File: src/rtl/fpmul_pkg.sv
// Shared types and constants for the floating-point multiplier scheduler.
package fpmul_pkg;

  localparam int FP_W        = 32;
  localparam int DEF_MUL_LAT = 5;

  // Tags are sized for the largest supported requester count so the types
  // stay fixed regardless of how many requesters an instance uses.
  localparam int MAX_REQ = 8;
  localparam int TAG_W   = $clog2(MAX_REQ);

  typedef logic [TAG_W-1:0] tag_t;

  typedef struct packed {
    logic valid;
    tag_t tag;
  } slot_t;

  // Encode a one-hot grant vector into a requester index.
  function automatic tag_t onehot_to_tag(input logic [MAX_REQ-1:0] oh);
    tag_t t;
    t = '0;
    for (int i = 0; i < MAX_REQ; i++) begin
      if (oh[i]) begin
        t = t | tag_t'(i);
      end
    end
    return t;
  endfunction

endpackage

File: src/rtl/fpmul_sched_rr_arbiter.sv
// Round-robin arbiter: grants the first active request at or after the
// pointer, and moves the pointer past the winner whenever a grant is made.
module rr_arbiter #(
  parameter int N = 4
) (
  input  logic         clk,
  input  logic         reset,
  input  logic [N-1:0] req,
  input  logic         en,
  output logic [N-1:0] gnt
);

  localparam int PW = (N > 1) ? $clog2(N) : 1;

  logic [PW-1:0] ptr_reg;
  logic [PW-1:0] ptr_next;
  logic [PW-1:0] win;
  logic [N-1:0]  pick;
  logic          found;
  logic [PW:0]   sum;
  logic [PW:0]   idx;

  // Scan requests starting at the pointer, wrapping modulo N.
  always_comb begin
    pick  = '0;
    win   = '0;
    found = 1'b0;
    sum   = '0;
    idx   = '0;
    for (int i = 0; i < N; i++) begin
      sum = {1'b0, ptr_reg} + (PW+1)'(i);
      idx = (sum >= (PW+1)'(N)) ? (sum - (PW+1)'(N)) : sum;
      if (!found && req[idx[PW-1:0]]) begin
        found                = 1'b1;
        win                  = idx[PW-1:0];
        pick[idx[PW-1:0]]    = 1'b1;
      end
    end
  end

  assign gnt = en ? pick : '0;

  // Pointer advances to winner+1 only when a grant is actually issued.
  always_comb begin
    ptr_next = ptr_reg;
    if (en && found) begin
      ptr_next = (win == PW'(N-1)) ? '0 : (win + PW'(1));
    end
  end

  // Pointer register.
  always_ff @(posedge clk or posedge reset) begin
    if (reset) begin
      ptr_reg <= '0;
    end else begin
      ptr_reg <= ptr_next;
    end
  end

endmodule

File: src/rtl/fpmul_sched.sv
// Shares one pipelined FP multiplier among several requesters: arbitrates,
// registers the winning operands, tracks ownership through a tag pipeline
// matched to the multiplier latency and routes each result back.
// The multiplier's active-low reset is driven from ~reset by the parent.
module fpmul_sched
  import fpmul_pkg::*;
#(
  parameter int NUM_REQ = 4,
  parameter int MUL_LAT = DEF_MUL_LAT
) (
  input  logic                    clk,
  input  logic                    reset,
  input  logic [NUM_REQ-1:0]      req_valid,
  input  logic [NUM_REQ*FP_W-1:0] req_a,
  input  logic [NUM_REQ*FP_W-1:0] req_b,
  output logic [NUM_REQ-1:0]      req_ready,
  input  logic                    hold,
  output logic [FP_W-1:0]         mul_a,
  output logic [FP_W-1:0]         mul_b,
  input  logic [FP_W-1:0]         mul_c,
  input  logic                    mul_overflow,
  output logic [NUM_REQ-1:0]      rsp_valid,
  output logic [FP_W-1:0]         rsp_c,
  output logic                    rsp_overflow,
  output logic [2:0]              inflight,
  output logic                    busy
);

  logic               run_reg;
  logic               arb_en;
  logic [NUM_REQ-1:0] gnt;
  logic               handshake;
  tag_t               win_tag;
  logic [FP_W-1:0]    sel_a;
  logic [FP_W-1:0]    sel_b;

  logic               iss_v_reg;
  tag_t               iss_tag_reg;
  logic [FP_W-1:0]    mul_a_reg;
  logic [FP_W-1:0]    mul_b_reg;
  slot_t              pipe_reg [MUL_LAT];
  slot_t              last_slot;
  logic [2:0]         inflight_reg;

  // Grants start one cycle after reset is released, so the asynchronous
  // deassertion never races a grant in the same cycle.
  always_ff @(posedge clk or posedge reset) begin
    if (reset) begin
      run_reg <= 1'b0;
    end else begin
      run_reg <= 1'b1;
    end
  end

  assign arb_en = run_reg & ~hold;

  rr_arbiter #(
    .N (NUM_REQ)
  ) u_arb (
    .clk   (clk),
    .reset (reset),
    .req   (req_valid),
    .en    (arb_en),
    .gnt   (gnt)
  );

  // gnt is only ever set on a valid requester, so any grant is a handshake.
  assign req_ready = gnt;
  assign handshake = |gnt;
  assign win_tag   = onehot_to_tag(MAX_REQ'(gnt));

  // Select the winning requester's operand pair.
  always_comb begin
    sel_a = '0;
    sel_b = '0;
    for (int i = 0; i < NUM_REQ; i++) begin
      if (gnt[i]) begin
        sel_a = req_a[i*FP_W +: FP_W];
        sel_b = req_b[i*FP_W +: FP_W];
      end
    end
  end

  // Issue stage: operands hold when idle, only the valid bit drops.
  always_ff @(posedge clk or posedge reset) begin
    if (reset) begin
      iss_v_reg   <= 1'b0;
      iss_tag_reg <= '0;
      mul_a_reg   <= '0;
      mul_b_reg   <= '0;
    end else begin
      iss_v_reg <= handshake;
      if (handshake) begin
        iss_tag_reg <= win_tag;
        mul_a_reg   <= sel_a;
        mul_b_reg   <= sel_b;
      end
    end
  end

  assign mul_a = mul_a_reg;
  assign mul_b = mul_b_reg;

  // Tag pipeline shadowing the multiplier; the last stage lines up with mul_c.
  always_ff @(posedge clk or posedge reset) begin
    if (reset) begin
      for (int s = 0; s < MUL_LAT; s++) begin
        pipe_reg[s] <= '0;
      end
    end else begin
      pipe_reg[0] <= '{valid: iss_v_reg, tag: iss_tag_reg};
      for (int s = 1; s < MUL_LAT; s++) begin
        pipe_reg[s] <= pipe_reg[s-1];
      end
    end
  end

  assign last_slot = pipe_reg[MUL_LAT-1];

  // Route the result strobe to the owner of the returning slot.
  generate
    for (genvar gi = 0; gi < NUM_REQ; gi++) begin : g_rsp
      assign rsp_valid[gi] = last_slot.valid & (last_slot.tag == tag_t'(gi));
    end
  endgenerate

  // Result and flag are forwarded untouched, including overflow patterns.
  assign rsp_c        = mul_c;
  assign rsp_overflow = mul_overflow;

  // Outstanding-operation counter; bounded by MUL_LAT+1 by construction.
  always_ff @(posedge clk or posedge reset) begin
    if (reset) begin
      inflight_reg <= '0;
    end else begin
      case ({handshake, last_slot.valid})
        2'b10:   inflight_reg <= inflight_reg + 3'd1;
        2'b01:   inflight_reg <= inflight_reg - 3'd1;
        default: inflight_reg <= inflight_reg;
      endcase
    end
  end

  assign inflight = inflight_reg;
  assign busy     = (inflight_reg != 3'd0);

endmodule
File: config.mk
export PLATFORM = sky130hd
export DESIGN_NAME = fpmul_sched
export DESIGN_NICKNAME = d
export VERILOG_FILES = /design/src/rtl/fpmul_pkg.sv /design/src/rtl/fpmul_sched_rr_arbiter.sv /design/src/rtl/fpmul_sched.sv
export SDC_FILE = /design/constraint.sdc
export NUM_CORES = 1
export LEC_CHECK = 0
export ABC_CLOCK_PERIOD_IN_PS = 4440
export CORE_AREA = 2 2 155 157
export CTS_BUF_LIST = sky130_fd_sc_hd__clkbuf_4
export DETAILED_ROUTE_END_ITERATION = 7
export DIE_AREA = 0 0 157 159
export GPL_TIMING_DRIVEN = 0
export MAX_ROUTING_LAYER = met4
export SYNTH_ARGS = -nofsm -noshare
export SYNTH_HDL_FRONTEND = slang
export SYNTH_SLANG_ARGS = --single-unit
File: constraint.sdc
create_clock -name clk -period 4.44 [get_ports clk]
set_input_delay 0.666 -clock clk [delete_from_list [all_inputs] [get_ports clk]]
set_output_delay 0.666 -clock clk [all_outputs]
set_load 0.02 [all_outputs]
# Word-level counts from Yosys, hierarchy flattened
# Cells that the tools add are included.
[classes]
add_sub_neg = 10
n_lt_le_gt_ge = 12
n_eq_ne = 6
muxes = 46
n_bitwise = 9
n_reduce_logical = 15
[ops]
columns = ["op", "count"]
rows = [
  ["two-way mux 32 bit", 8],
  ["two-way mux 2 bit", 11],
  ["two-way mux 4 bit", 5],
  ["two-way mux 1 bit", 13],
  ["< comparator 2 x 3 -> 1 bit, second input constant", 4],
  ["bitwise OR 4 bit", 3],
  ["greater-or-equal comparator 3 bit, second input constant", 3],
  ["binary-select mux 1 bit (select 2 bit)", 4],
  ["demux 1 bit (select 2 bit)", 4],
  ["greater-or-equal comparator 2 x 1 -> 1 bit, second input constant", 4],
  ["logical AND 1 bit", 8],
  ["subtractor 2 x 1 -> 2 bit, second input constant", 4],
  ["adder 2 x 2 -> 3 bit, second input constant", 2],
  ["== test 3 x 2 -> 1 bit, second input constant", 2],
  ["case mux 3 bit (2 select lines)", 1],
  ["bitwise AND 1 bit", 5],
  ["== test 2 bit, second input constant", 2],
  ["OR reduction 4 bit", 1],
  ["adder 2 x 1 -> 3 bit, second input constant", 1],
  ["adder 3 x 1 -> 3 bit, second input constant", 1],
  ["== test 3 x 1 -> 1 bit, second input constant", 1],
  ["greater-or-equal comparator 2 x 3 -> 1 bit, second input constant", 1],
  ["logical NOT 1 bit", 3],
  ["logical NOT 3 bit", 1],
  ["6 further kinds", 6],
]
[totals]
regBits = 94
in_bits = 296
out_inout_bits = 109
word_cells = 115

# Depth between registers and ports, before layout
# Gate-level depths: netlist of the first run.
[logic_depth]
ltp_word = 19
ltp_mapped = 17
depth_no_buf = 14

# Modules after synthesis
# From an unflattened synthesis of the first run, not the netlist that was laid out.
[unflattened]
cells_unflattened = 648
hier_area_um2 = 5865.6
[by_module_without_submodules]
columns = ["module", "instances", "cells_each", "area_each_um2", "seq_area_each_um2"]
rows = [
  ["fpmul_sched", 1, 575, 5272.6, 2152.1],
  ["rr_arbiter", 1, 73, 593.1, 50.0],
]

# Worst setup path before layout of the first run
# OpenSTA, ideal clock, no wires.
[synth_timing]
path_type = "flip-flop to flip-flop"
from = "reg with a tool-made name"
to = "reg inflight_reg[2] (netlist: inflight[2])"
setup_ns = 0.080
arrival_ns = 3.958
required_ns = 4.360
setup_slack_ns = 0.403
stages_incl_launch_ff = 17
path_buffers = 3
period_less_slack_ns = 4.037
cell_sequence = "dfrtp_1 -> buf_6 -> clkbuf_1 -> inv_1 -> ha_1 -> clkbuf_1 -> mux4_2 -> and2_1 -> o31ai_1 -> a21oi_1 -> nor4_2 -> ha_1 -> inv_1 -> fa_1 -> xor2_1 -> nor2_1 -> xor2_1"
[synth_rtl]
columns = ["element", "line", "text"]
rows = [
  ["to (signal assigned)", "fpmul_sched.sv:137", "2'b10: inflight_reg <= inflight_reg + 3'd1;"],
  ["to (signal assigned)", "fpmul_sched.sv:138", "2'b01: inflight_reg <= inflight_reg - 3'd1;"],
  ["to (signal assigned)", "fpmul_sched.sv:139", "default: inflight_reg <= inflight_reg;"],
  ["to (decl)", "fpmul_sched.sv:43", "logic [2:0] inflight_reg;"],
]

==> results of run 1 <==
cell usage in the layout (no fill, tap or decap), types with 3 or more instances in the layout:
| cell type | n |
|---|---|
| buf_6 | 7 |
| clkdlybuf4s50_1 | 367 |
| buf_1 | 6 |
| xor2_1 | 3 |
| mux4_2 | 3 |
| clkinv_1 | 3 |
| o32ai_1 | 53 |
| nor3b_1 | 3 |
| buf_4 | 39 |
| nor2_1 | 72 |
| mux2i_1 | 3 |
| ha_1 | 7 |
| buf_2 | 15 |
| inv_1 | 75 |
| nor3_1 | 68 |
| o32ai_2 | 11 |
| nand2b_1 | 3 |
| inv_2 | 3 |
| clkbuf_4 | 9 |
| nand2_1 | 71 |
| a21oi_1 | 71 |
| dfrtp_1 | 87 |
| a311oi_1 | 64 |
| o21ai_0 | 4 |
| clkbuf_2 | 3 |
| clkbuf_1 | 44 |
final timing paths:
check | end | depth (start not counted) | start
max in group asynchronous | mul_b[3]$_DFFE_PP0P_ | 3 | reset
setup / recovery | req_ready[0] | 10 | flop
hold / removal | pipe_reg[9]$_DFF_PP0_ | 0 | pipe_reg[13]$_DFF_PP0_
hold reg to reg | pipe_reg[9]$_DFF_PP0_ | 0 | pipe_reg[13]$_DFF_PP0_
setup reg to reg | inflight[2]$_DFFE_PP0P_ | 16 | flop
min in group asynchronous | mul_a[25]$_DFFE_PP0P_ | 2 | reset
report_power, final:
| group | internal (mW) | leakage, nW | switching, mW |
|---|---|---|---|
| sequential | 1.23 | 1.04 | 0.248 |
| clock | 0.223 | 0.0747 | 0.316 |
| combinational | 1.86 | 3.02 | 2.43 |
| total | 3.31 | 4.14 | 2.99 |
metrics by stage:
step	setup WS, ns	cells	utilization	cell area (µm²)	setup TNS, ns
2_1_floorplan	0.4028	753	-	6152	0
3_3_place_gp	-0.6122	1443	0.4426	10260	-41.23
3_5_place_dp	-0.5739	1444	0.4439	10290	-4.482
4_1_cts	0.01974	1460	0.4518	10480	0
5_1_grt	0.01012	1463	0.4523	10490	0
6_report	0.1833	1463	0.4523	10490	0
cell type report:
type,instances,area share
Timing Repair Buffer,374,0.3569
Clock inverter,7,0.008230
Inverter,79,0.02851
Clock buffer,9,0.006441
Buffer,110,0.05952
Tap cell,319,0.03805
Multi-Input combinational cell,475,0.2919
Sequential cell,88,0.2100
Antenna cell,2,0.0004771
critical path: cells and delay by family, from the launching register on:
kind / cells / cell delay [ns]
buffers and inverters: 6 / 1.39
adder cells (fa/ha/maj): 1 / 0.37
AO/OA/AOI/OAI: 2 / 0.49
flip-flops: 1 / 0.47
multiplexers: 1 / 0.40
timing repair:
action                                  4_1_cts  5_1_grt
endpoints found under the hold margin         0        0
hold buffers                                  0        0
resized for setup                            14        7
pin swaps                                     0        0
endpoints found under the setup margin       59        4
buffers inserted                              1        1
cells by family (layout without fill, tap and decap cells):
family / after synthesis / count (layout) / synth area share
DFF: 88 / 88 / 0.3579
AOI/OAI and AO/OA: 223 / 223 / 0.2835
muxes: 6 / 6 / 0.01586
buffers and inverters: 190 / 579 / 0.1493
xor gates and xnor gates: 5 / 5 / 0.007119
and+or+nand+nor: 231 / 231 / 0.1662
adders and majority gates: 9 / 9 / 0.01952
other: 1 / 3 / 0.0006095
per-layer routing:
layer  vias to the layer above  track usage
li1                       3458            -
met1                      3556       0.2866
met2                       341       0.3945
met3                        41      0.03865
met4                         0      0.07048
met5                         -            -
==> results_dict.tcl, run 1 <==
set metrics [dict create \
    gp_congestion 0.8979 \
    yosysTopAreaCellShare 0.3579 \
    min_path_type "reg -> reg" \
    rsz0062_at_grt "no" \
    maxCapViolCount 0 \
    clk_latency_ns 0.48 \
    grt_pass1_wl_um 43440 \
    rrSetupSlack_ns 0.33 \
    max_stage_delay_ns 0.47 \
    synth_ff_type "dfrtp_1" \
    dieArea_um2 24960 \
    clk_path_buf_depth 2 \
    drc 0 \
    cp_max_fo 10 \
    vias_per_cell 5.055 \
    synthCells 753 \
    top_layer "met4" \
    core_area_um2 23190 \
    cts_sinks 88 \
    wl_per_cell_um 20.16 \
    synth_edf_count 0 \
    final_nets 1442 \
    regArea_um2 2203 \
    cts_tree "built" \
    fmax_ghz 0.2349 \
    antenna_left 0 \
    synth_common_cells "dfrtp_1 (88), inv_1 (77), a21oi_1 (72), nor2_1 (72), nand2_1 (71)" \
    min_period_ns 4.257 \
    yosysMostFrequentCell "dfrtp_1" \
    rows 56 \
    cts_root_buf "clkbuf_4" \
    hold_slack_ns 0.3654 \
    crit_arrival_ns 3.59 \
    die_h_um 159 \
    grt_max_degree 48 \
    path_clk_slew_ns 0.15 \
    cts_buffers 9 \
    vias 7396 \
    maxSlewViolCount 0 \
    max-slew-margin-rel 0.4752 \
    yosys_warnings 0 \
    syn_area_per_cell_um2 8.170 \
    area_delta_synth_final_pct 70.51 \
    htreeDepth 3 \
    path_class "reg -> out" \
    synthArstFlopShare 1.000 \
    ir_drop_v 0.0002504 \
    start_kind "flop" \
    synth_area_um2 6152 \
    routed_wl_um 29500 \
    overflow 0 \
    finalPower_mw 6.306 \
    wl_met3_um 1920 \
    drive_gt1_frac 0.09107 \
    fin_crit_sh 0.9587 \
    synth.ff_latch_count 88 \
    worst_pin_slew_ns 0.7872 \
    synth.area.top_cells "dfrtp_1 (36%), a311oi_1 (9.1%), o32ai_1 (7.5%)" \
    crit_chain "buf_6, clkbuf_2, inv_1, ha_4, mux4_2, buf_4, o21ai_0, a32o_1, buf_2, dlygate4sd2_1" \
    finalSetupViolCount 0 \
    antenna_found_initial 2 \
    fill_cells 2288 \
    hold_viol 0 \
    p_leak_nw 4.138 \
    firstDrtPassIters 5 \
    skew_ns 0.01986 \
    required_ns 3.77 \
    wl_met1_um 12330 \
    pin_count 405 \
    yosysTopAreaCell "dfrtp_1" \
    drt_iter0_markers 401 \
    port_buffers 371 \
    grt_pass1_vias 7461 \
    dp_hpwl_um 22180 \
    status "finished, final reports clean" \
    crit_slowest_cell "dfrtp_2" \
    die_w_um 157 \
    worstSetupEndpointType "primary output" \
    synth.distinct_cells 50 \
    p_per_area_nw_per_um2 601.1 \
    wl_met2_um 14510 \
    grt_usage 0.2343 \
    start_util 0.2653 \
    syn-num-nets 1058 \
    yosysSeqAreaShare 0.3579 \
    multi_input_area_um2 3062 \
]
Note: power is estimated with default switching activity, not from simulation.
==> run 2, diff against run 1 <==
--- a/config.mk
+++ b/config.mk
@@ -11,6 +11,7 @@
 export DETAILED_ROUTE_END_ITERATION = 7
 export DIE_AREA = 0 0 157 159
 export GPL_TIMING_DRIVEN = 0
+export HOLD_SLACK_MARGIN = 0.12
 export MAX_ROUTING_LAYER = met4
 export SYNTH_ARGS = -nofsm -noshare
 export SYNTH_HDL_FRONTEND = slang
==> results of run 2 <==
Same layout as run 1: the final DEF is identical, and so are final timing and power.
==> run 3, diff against run 2 <==
--- a/config.mk
+++ b/config.mk
@@ -6,13 +6,15 @@
 export NUM_CORES = 1
 export LEC_CHECK = 0
 export ABC_CLOCK_PERIOD_IN_PS = 4440
-export CORE_AREA = 2 2 155 157
+export CORE_AREA = 8 8 153 155
 export CTS_BUF_LIST = sky130_fd_sc_hd__clkbuf_4
 export DETAILED_ROUTE_END_ITERATION = 7
-export DIE_AREA = 0 0 157 159
+export DIE_AREA = 0 0 161 163
 export GPL_TIMING_DRIVEN = 0
 export HOLD_SLACK_MARGIN = 0.12
 export MAX_ROUTING_LAYER = met4
+export PLACE_DENSITY = 0.68
+export SETUP_SLACK_MARGIN = 0.05
 export SYNTH_ARGS = -nofsm -noshare
 export SYNTH_HDL_FRONTEND = slang
 export SYNTH_SLANG_ARGS = --single-unit
==> run 3 against run 2 <==
Register-to-register slack better by 0.09 ns. Sequential cell count stayed put. Sequential share of layout area is 0.13 points higher. Clock-buffer cell count stayed put. Critical endpoint is now req_ready[2]. Combinational power hardly changed. Setup slack better by 0.12 ns. Sequential power hardly changed. Largest power group unchanged. Core utilization is 4.9 points higher. Total power is 0.70% lower. Clock power is 6.1% lower.
==> results_dict.tcl, run 3 (same netlist as run 1, synthesis figures left out) <==
set metrics [dict create \
    status "finished, final reports clean" \
    crit_chain "buf_6, clkbuf_4, inv_2, ha_4, mux4_2, or4_1, a221oi_2, nor2_1, inv_2, dlygate4sd2_1" \
    grt_util_met3 0.05688 \
    drt_iter0_markers 611 \
    cts_sinks 88 \
    fin_crit_sh 0.9316 \
    cp_max_fo 10 \
    final_core_util 0.5010 \
    routed_wl_um 31300 \
    path_clk_slew_ns 0.16 \
    port_buffers 371 \
    max_stage_delay_ns 0.55 \
    min_path_type "reg -> reg" \
    start_kind "flop" \
    htreeDepth 3 \
    vias 7449 \
    fmax_ghz 0.2418 \
    worstSetupEndpointType "primary output" \
    max-slew-margin-rel 0.5066 \
    overflow 0 \
    dp_hpwl_um 24300 \
    final_nets 1441 \
    clk_path_buf_depth 2 \
    hold_viol 0 \
    dieArea_um2 26240 \
    drc 0 \
    p_switching_mw 3.001 \
    hold_slack_ns 0.3676 \
    vias_per_cell 5.257 \
    worst_pin_slew_ns 0.7402 \
    p_comb_frac 0.683 \
    r2r_cells 12 \
    cpMostUsedCell "inv_2" \
    maxSlewViolCount 0 \
    crit_arrival_ns 3.47 \
    antenna_found_initial 1 \
    grt_max_degree 64 \
    antenna_left 0 \
    p_leak_nw 4.146 \
    wl_per_cell_um 22.09 \
    cts_tree "built" \
    grt_busiest_layer "met2" \
    cts_root_buf "clkbuf_4" \
    grt_pass1_wl_um 45460 \
    grt_usage 0.2310 \
    hold_path_end "pipe_reg[13]$_DFF_PP0_" \
    pwr-share-seq 0.236 \
    final_common_cell "clkdlybuf4s50_1" \
    p_clk_frac 0.081 \
    grtUsageMet1 0.2687 \
    p_int_mw 3.261 \
    p_sw_frac 0.4793 \
    cts_buffers 9 \
    clk_latency_ns 0.48 \
    skew_ns 0.02615 \
    hp-start "pipe_reg[17]$_DFF_PP0_" \
    pin_count 405 \
    ir_drop_v 0.0002752 \
    reg2reg_to "mul_a[27]$_DFFE_PP0P_" \
    maxCapViolCount 0 \
    required_ns 3.77 \
    drive_gt1_frac 0.09027 \
    start_util 0.2955 \
    use_met2 0.3885 \
    die_h_um 163 \
    rrSetupSlack_ns 0.42 \
    die_w_um 161 \
    gp_congestion 0.9008 \
    min_period_ns 4.136 \
    rows 53 \
    p_per_area_nw_per_um2 600.3 \
    core_area_um2 20820 \
    rsz0062_at_grt "no" \
    final_cell_mix "clkdlybuf4s50_1 (368), dfrtp_1 (86), inv_1 (75)" \
    finalSetupViolCount 0 \
    path_class "reg -> out" \
    grt_pass1_vias 7469 \
    area_delta_synth_final_pct 69.57 \
    firstDrtPassIters 5 \
    holdPathStages 0 \
    crit_slowest_cell "or4_1" \
]
[run 3: layout make-up]
| class | instances | area (µm²) |
|---|---|---|
| diodes | 1 | 2.502 |
| multi-input cells | 476 | 3074 |
| flip-flops and latches | 88 | 2205 |
| fillers | 2061 | 10390 |
| clock inverters | 7 | 76.32 |
| inverters | 79 | 299.0 |
| well taps | 275 | 344.1 |
| plain buffers | 110 | 626.9 |
| repair buffers | 372 | 3737 |
| clock buffers | 9 | 67.56 |
[run 3: worst max-delay path by stage]
stage / to / slack (ns) / cells past startpoint
floorplan: inflight[2]$_DFFE_PP0P_ / 0.40 / 16
global placement: req_ready[3] / -0.45 / 12
detailed placement: req_ready[3] / -0.50 / 12
CTS: req_ready[3] / 0.06 / 11
global route: req_ready[2] / 0.05 / 10
finish: req_ready[2] / 0.30 / 10
[run 3: routing by layer]
metal,up-vias,routed length [µm]
met5,-,0
met4,0,623
met3,35,2561
met2,380,15630
met1,3570,12480
li1,3464,-
[run 3: stage by stage]
step                      power (mW)  cell area [µm²]  worst slack, ns  cells  setup TNS (ns)
after global routing           6.681            10430          0.05110   1417               0
final                          6.262            10430           0.3037   1417               0
after CTS                      6.299            10400          0.05883   1415               0
after global placement         5.692            10210          -0.4526   1399          -26.72
after floorplan                3.942             6152           0.4028    753               0
after detailed placement       5.741            10240          -0.4999   1400         -0.9652
[run 3: what timing repair did]
item	CTS	global route
hold buffers	0	0
pin swaps	0	1
setup buffers	0	0
cloned	0	1
gates resized for setup	11	6
setup endpoints to repair	32	4
[run 3: critical path: cells and delay by family (launching register included)]
family          cells  cell delay (ns)
buf+inv             5             0.87
fa+ha+maj           1             0.34
simple gates        2             0.66
compound gates      1             0.30
mux                 1             0.37
flops               1             0.45
[run 3: power groups by stage]
| stage | combinational [mW] | sequential [mW] | clock (mW) |
|---|---|---|---|
| after floorplan | 2.11 | 1.84 | 0 |
| after global placement | 4.21 | 1.48 | 0 |
| after detailed placement | 4.25 | 1.50 | 0 |
| after CTS | 4.29 | 1.48 | 0.534 |
| after global routing | 4.59 | 1.53 | 0.566 |
| final | 4.28 | 1.48 | 0.506 |
